## src/rtl/irda_sip_sched_if.sv

```systemverilog
// Bundle of control, status and generator handshake signals for the SIP scheduler.
// master = register file / generator side, slave = the scheduler itself.
interface irda_sip_sched_if #(
  parameter int CNT_W = 24
);
  logic             fast_enable;
  logic             sip_en_i;
  logic [CNT_W-1:0] sip_period_i;
  logic             sw_sip_req_i;
  logic             tx_busy_i;
  logic             sip_end_i;
  logic             err_clr_i;
  logic             sip_o;
  logic             sip_busy_o;
  logic             sip_done_o;
  logic             sip_timeout_o;

  modport master (
    output fast_enable, sip_en_i, sip_period_i, sw_sip_req_i, tx_busy_i, sip_end_i, err_clr_i,
    input  sip_o, sip_busy_o, sip_done_o, sip_timeout_o
  );

  modport slave (
    input  fast_enable, sip_en_i, sip_period_i, sw_sip_req_i, tx_busy_i, sip_end_i, err_clr_i,
    output sip_o, sip_busy_o, sip_done_o, sip_timeout_o
  );
endinterface

```

## src/rtl/irda_sip_sched.sv

```systemverilog
// IrDA fast-mode SIP scheduler: merges a periodic timer and software requests,
// defers them while a frame is on the air, and runs the request / end-of-SIP
// handshake with the pulse generator, flagging completion or timeout.
module irda_sip_sched #(
  parameter int CNT_W     = 24,
  parameter int TO_CYCLES = 511
) (
  input  logic              clk,
  input  logic              wb_rst_n,
  irda_sip_sched_if.slave   sif
);

  typedef enum logic [1:0] {IDLE, ISSUE, WAIT_END, WAIT_IDLE} state_t;

  // Last timer value before the limit; the handshake timer is 9 bits wide.
  localparam logic [8:0] TO_LAST = 9'(TO_CYCLES - 1);

  state_t           state_q, state_d;
  logic [CNT_W-1:0] cnt_q, cnt_d;
  logic [8:0]       timer_q, timer_d;
  logic             sw_pend_q, sw_pend_d;
  logic             auto_pend_q, auto_pend_d;
  logic             end_prev_q, end_prev_d;
  logic             sip_q, sip_d;
  logic             busy_q, busy_d;
  logic             done_q, done_d;
  logic             timeout_q, timeout_d;

  logic cnt_active;
  logic cnt_expire;
  logic take;
  logic to_hit;
  logic end_rise;
  logic end_fall;

  assign end_rise = sif.sip_end_i & ~end_prev_q;
  assign end_fall = ~sif.sip_end_i & end_prev_q;

  // Period counter: reloads while idle-disabled or during a frame, fires at 1.
  always_comb begin
    cnt_active = sif.fast_enable & sif.sip_en_i & (sif.sip_period_i != '0);
    cnt_expire = 1'b0;
    cnt_d      = sif.sip_period_i;
    if (cnt_active && !sif.tx_busy_i) begin
      if (cnt_q <= CNT_W'(1)) begin
        cnt_expire = 1'b1;
      end else begin
        cnt_d = cnt_q - CNT_W'(1);
      end
    end
  end

  // Handshake sequencing, pending-flag bookkeeping and registered output values.
  always_comb begin
    state_d = state_q;
    timer_d = timer_q;
    take    = 1'b0;
    to_hit  = 1'b0;
    done_d  = 1'b0;
    case (state_q)
      IDLE: begin
        if ((sw_pend_q | auto_pend_q) & ~sif.tx_busy_i & sif.fast_enable) begin
          take    = 1'b1;
          state_d = ISSUE;
        end
      end
      ISSUE: begin
        timer_d = '0;
        state_d = WAIT_END;
      end
      WAIT_END: begin
        if (end_rise) begin
          timer_d = '0;
          state_d = WAIT_IDLE;
        end else if (timer_q == TO_LAST) begin
          to_hit  = 1'b1;
          state_d = IDLE;
        end else begin
          timer_d = timer_q + 9'd1;
        end
      end
      WAIT_IDLE: begin
        if (end_fall) begin
          done_d  = 1'b1;
          state_d = IDLE;
        end else if (timer_q == TO_LAST) begin
          to_hit  = 1'b1;
          state_d = IDLE;
        end else begin
          timer_d = timer_q + 9'd1;
        end
      end
      default: state_d = IDLE;
    endcase

    sw_pend_d   = sif.fast_enable & ((sw_pend_q & ~take) | sif.sw_sip_req_i);
    auto_pend_d = sif.fast_enable & ((auto_pend_q & ~take) | cnt_expire);
    end_prev_d  = sif.sip_end_i;
    sip_d       = (state_d == ISSUE);
    busy_d      = (state_d != IDLE) | done_d | to_hit;
    timeout_d   = to_hit | (timeout_q & ~sif.err_clr_i);
  end

  // State and output registers with synchronous active-low reset.
  always_ff @(posedge clk) begin
    if (!wb_rst_n) begin
      state_q     <= IDLE;
      cnt_q       <= sif.sip_period_i;
      timer_q     <= '0;
      sw_pend_q   <= 1'b0;
      auto_pend_q <= 1'b0;
      end_prev_q  <= 1'b0;
      sip_q       <= 1'b0;
      busy_q      <= 1'b0;
      done_q      <= 1'b0;
      timeout_q   <= 1'b0;
    end else begin
      state_q     <= state_d;
      cnt_q       <= cnt_d;
      timer_q     <= timer_d;
      sw_pend_q   <= sw_pend_d;
      auto_pend_q <= auto_pend_d;
      end_prev_q  <= end_prev_d;
      sip_q       <= sip_d;
      busy_q      <= busy_d;
      done_q      <= done_d;
      timeout_q   <= timeout_d;
    end
  end

  assign sif.sip_o         = sip_q;
  assign sif.sip_busy_o    = busy_q;
  assign sif.sip_done_o    = done_q;
  assign sif.sip_timeout_o = timeout_q;

endmodule

```

## src/flat_wrapper.sv

```systemverilog
// flat-port wrapper written by rule: the top's interface ports become plain ports
module irda_sip_sched_flat 
#(
  parameter int CNT_W     = 24,
  parameter int TO_CYCLES = 511
)
  (clk, wb_rst_n, sif_fast_enable, sif_sip_en_i, sif_sip_period_i, sif_sw_sip_req_i, sif_tx_busy_i, sif_sip_end_i, sif_err_clr_i, sif_sip_o, sif_sip_busy_o, sif_sip_done_o, sif_sip_timeout_o);
  irda_sip_sched_if #(.CNT_W(CNT_W)) sif_i ();
  input  logic clk;
  input  logic wb_rst_n;
  input wire logic [$bits(sif_i.fast_enable)-1:0] sif_fast_enable;
  input wire logic [$bits(sif_i.sip_en_i)-1:0] sif_sip_en_i;
  input wire logic [$bits(sif_i.sip_period_i)-1:0] sif_sip_period_i;
  input wire logic [$bits(sif_i.sw_sip_req_i)-1:0] sif_sw_sip_req_i;
  input wire logic [$bits(sif_i.tx_busy_i)-1:0] sif_tx_busy_i;
  input wire logic [$bits(sif_i.sip_end_i)-1:0] sif_sip_end_i;
  input wire logic [$bits(sif_i.err_clr_i)-1:0] sif_err_clr_i;
  output wire logic [$bits(sif_i.sip_o)-1:0] sif_sip_o;
  output wire logic [$bits(sif_i.sip_busy_o)-1:0] sif_sip_busy_o;
  output wire logic [$bits(sif_i.sip_done_o)-1:0] sif_sip_done_o;
  output wire logic [$bits(sif_i.sip_timeout_o)-1:0] sif_sip_timeout_o;
  assign sif_i.fast_enable = sif_fast_enable;
  assign sif_i.sip_en_i = sif_sip_en_i;
  assign sif_i.sip_period_i = sif_sip_period_i;
  assign sif_i.sw_sip_req_i = sif_sw_sip_req_i;
  assign sif_i.tx_busy_i = sif_tx_busy_i;
  assign sif_i.sip_end_i = sif_sip_end_i;
  assign sif_i.err_clr_i = sif_err_clr_i;
  assign sif_sip_o = sif_i.sip_o;
  assign sif_sip_busy_o = sif_i.sip_busy_o;
  assign sif_sip_done_o = sif_i.sip_done_o;
  assign sif_sip_timeout_o = sif_i.sip_timeout_o;
  irda_sip_sched #(.CNT_W(CNT_W), .TO_CYCLES(TO_CYCLES)) u_core (.clk(clk), .wb_rst_n(wb_rst_n), .sif(sif_i));
endmodule
```

## config.mk

```make
export PLATFORM = sky130hd
export DESIGN_NAME = irda_sip_sched_flat
export DESIGN_NICKNAME = d
export VERILOG_FILES = /design/src/rtl/irda_sip_sched_if.sv /design/src/rtl/irda_sip_sched.sv /design/src/flat_wrapper.sv
export SDC_FILE = /design/constraint.sdc
export NUM_CORES = 1
export LEC_CHECK = 0
export CAP_MARGIN = 10
export CORE_ASPECT_RATIO = 1.4
export CORE_MARGIN = 4
export CORE_UTILIZATION = 45
export CTS_BUF_LIST = sky130_fd_sc_hd__clkbuf_2
export DETAILED_ROUTE_END_ITERATION = 7
export PLACE_DENSITY = 0.66
export SLEW_MARGIN = 20
export SYNTH_ARGS = -nofsm -noshare
export SYNTH_HDL_FRONTEND = slang
export SYNTH_SLANG_ARGS = --single-unit
```

## constraint.sdc

```tcl
create_clock -name clk -period 3.77 [get_ports clk]
set_clock_uncertainty 0.05 [all_clocks]
set_input_delay 1.131 -clock clk [delete_from_list [all_inputs] [get_ports clk]]
set_output_delay 1.131 -clock clk [all_outputs]
set_load 0.03 [all_outputs]
```

==> impl_metrics.toml <==
[status]
status = "completed"

[cts]
root_buffer = "clkbuf_2"
cts_resized = 0
htree_levels = 2
cts_buffer_depth = 2
post_cts_buffers = 0
cts_tree = "done"
clkTransAtPathRegs_ns = 0.20
cts_sinks = 42
clk_latency_ns = 0.38
hold_buffers = 0
cts_buffers = 5

[floorplanning]
design.core.area_mm2 = 0.00484
die_y_um = 91.6
die_w_um = 67.7
row_count = 30
num_io_pins = 36
initial_core_util_pct = 46.4
die-area_mm2 = 0.00621

[final_layout]
final_cell_mix = "dfxtp_1, clkdlybuf4s50_1, nor2_1, nand2_1, mux2_4"
nets = 304
final_util_pct = 55.2
fillCellCount = 442
antenna_cells = 0
syn_to_final_growth_pct = 18.8
drive_gt1_share_pct = 13.4
multiInputGateArea_mm2 = 0.00132
final_common_cell = "dfxtp_1"
seq_area_um2 = 841

[routing]
drc = 0
vias = 1788
wl_per_cell_um = 14.6
wl_um = 4870
avgViaCountPerCell = 5.37
drtIter0Drc = 60
first_pass_iters = 4
postRouteAntennaNets = 0

[setup_path]
cp.required_ns = 4.02
endpoint_kind = "flop"
cp-endpoint = "u_core.cnt_q[22]$_DFF_P_"
critical_path_class = "in2reg"
r2r_cells = 6
worst_ep_arrival_time_ns = 3.15
reg2reg_to = "u_core.cnt_q[22]$_DFF_P_"
crit_start = "sif_sip_period_i[1]"
worstSetupStartpointType = "input pin"
rrSetupSlack_ns = 1.09
crit_fanout = 24
timing.rr.start = "u_core.cnt_q[19]$_DFF_P_"

[yosys]
yosys_warnings = 0
synth-edff-count = 0
synthFlopType = "dfxtp_1"
ys_types = 43
synth_seq_cells = 42
ys_seq_area_share_pct = 37.4
syn_area_mm2 = 0.00225
async_flop_share_pct = 0
avgSynthCellArea_um2 = 9.82
synthesis.nets = 265
netlist_instances = 229

[sta]
fmax_mhz = 346
relSlewSlack_pct = 58.7
fin_ws_ns = 0.879
setup_viol = 0
min_period_ns = 2.89
finalSetupTns_ns = 0
period_share_pct = 76.7
rsz0062_at_grt = "false"
tightest_slew_ns = 0.615
slew_violations = 0
hold_viol = 0
whs_ns = 0.464

[placed_design]
dp_hpwl_um = 3700
pre_cts_ws_ns = 0.442
gp_congestion = 0.794
io_buffer_count = 35

[grt]
grtUsageTotal_pct = 17.0
grt_pass1_vias = 1826
grt_antenna_before_repair = 0
grt_max_degree = 25
grt_remaining_overflow = 0
grt_pass1_wl_um = 8160

[pwr]
powerDensity_mw_per_mm2 = 288
vdd_drop_max_uv = 192
cellLeakagePower_nw = 1.01
p_total_mw = 0.770

[worst_hold_path]
worstHoldPathType = "reg2reg"

[job]
drv_cap = 0
## flip-flops by register name, summed over array words and instances, names as in the netlist
signal,cells
u_core.sif.sip_timeout_o,1
u_core.sw_pend_q,1
u_core.timer_q,9
u_core.sif.sip_done_o,1
u_core.state_q,2
u_core.sif.sip_o,1
u_core.end_prev_q,1
u_core.cnt_q,24
u_core.sif.sip_busy_o,1
u_core.auto_pend_q,1
## worst max-delay path, stage by stage
cell             delay, ns
clkdlybuf4s50_1       0.44
nor4_1                0.41
and4_1                0.25
a31oi_1               0.10
and3b_1               0.19
buf_4                 0.26
mux2_4                0.35
## how the worst min path moves through the flow
| stage | startpoint | to | slack (ns) | cells after the start |
|---|---|---|---|---|
| after floorplan | u_core.sw_pend_q$_SDFF_PN0_ | u_core.sw_pend_q$_SDFF_PN0_ | 0.40 | 2 |
| after global placement | u_core.sw_pend_q$_SDFF_PN0_ | u_core.sw_pend_q$_SDFF_PN0_ | 0.42 | 2 |
| after CTS | u_core.sw_pend_q$_SDFF_PN0_ | u_core.sw_pend_q$_SDFF_PN0_ | 0.47 | 2 |
| after global routing | u_core.auto_pend_q$_SDFF_PN0_ | u_core.auto_pend_q$_SDFF_PN0_ | 0.52 | 2 |
| final | u_core.sw_pend_q$_SDFF_PN0_ | u_core.sw_pend_q$_SDFF_PN0_ | 0.46 | 2 |
| after detailed placement | u_core.sw_pend_q$_SDFF_PN0_ | u_core.sw_pend_q$_SDFF_PN0_ | 0.43 | 2 |
## cell usage after synthesis (all sizes together) (2+ instances only)
| library cell | number | area share [%] |
|---|---|---|
| dfxtp | 42 | 37 |
| mux2 | 23 | 15 |
| nand2 | 19 | 3.2 |
| nor2 | 19 | 3.2 |
| nor4 | 16 | 4.7 |
| xor2 | 14 | 5.5 |
| xnor2 | 10 | 3.9 |
| inv | 9 | 1.5 |
| nor3 | 8 | 1.8 |
| o21ai | 6 | 1.3 |
| a21oi | 5 | 1.1 |
| nand4 | 5 | 2.1 |
| and2 | 4 | 1.1 |
| and4 | 4 | 1.6 |
| ha | 4 | 2.2 |
| or3 | 4 | 1.1 |
| buf | 3 | 2.3 |
| nor2b | 3 | 0.83 |
| nor3b | 3 | 1.0 |
| o211ai | 3 | 1.0 |
| a21boi | 2 | 0.67 |
| a31oi | 2 | 0.56 |
| clkbuf | 2 | 0.33 |
| nand2b | 2 | 0.56 |
| nand3 | 2 | 0.45 |
| or4 | 2 | 1.0 |
## per-stage QoR
step                area [µm²]  std cells
floorplan                 2250        229
global placement          2640        325
detailed placement        2640        325
CTS                       2670        333
global route              2670        333
finish                    2670        333
## area by class of cell
cell class                 count  area share (%)
multi-input combinational    173            49.2
tap                           64            3.00
sequential                    42            31.5
clock buffer                   5           0.937
clock inverter                 3           0.422
inverter                       9            1.26
timing repair buffer          37            13.7
## layer usage
layer  GRT usage [%]  share of wire [%]  vias to the layer above
met2            30.2                 53                       31
met5               0                  0                        -
met3            3.80                3.7                       10
met4            7.28                2.6                        0
li1                -                  -                      907
met1            18.5                 41                      840
## cell families after synthesis
kind of cell | synth area share, %
flops | 37.4
compound gates | 7.23
mux | 15.1
fa+ha+maj | 2.23
simple gates | 24.5
xor+xnor | 9.35
buf+inv | 4.12
## report_power, final
group / leakage [nW] / internal (mW) / switching (mW)
logic: 0.633 / 0.0686 / 0.0405
clock network: 0.0255 / 0.0397 / 0.139
registers: 0.348 / 0.464 / 0.0190
(Power assumes the default switching activity.)
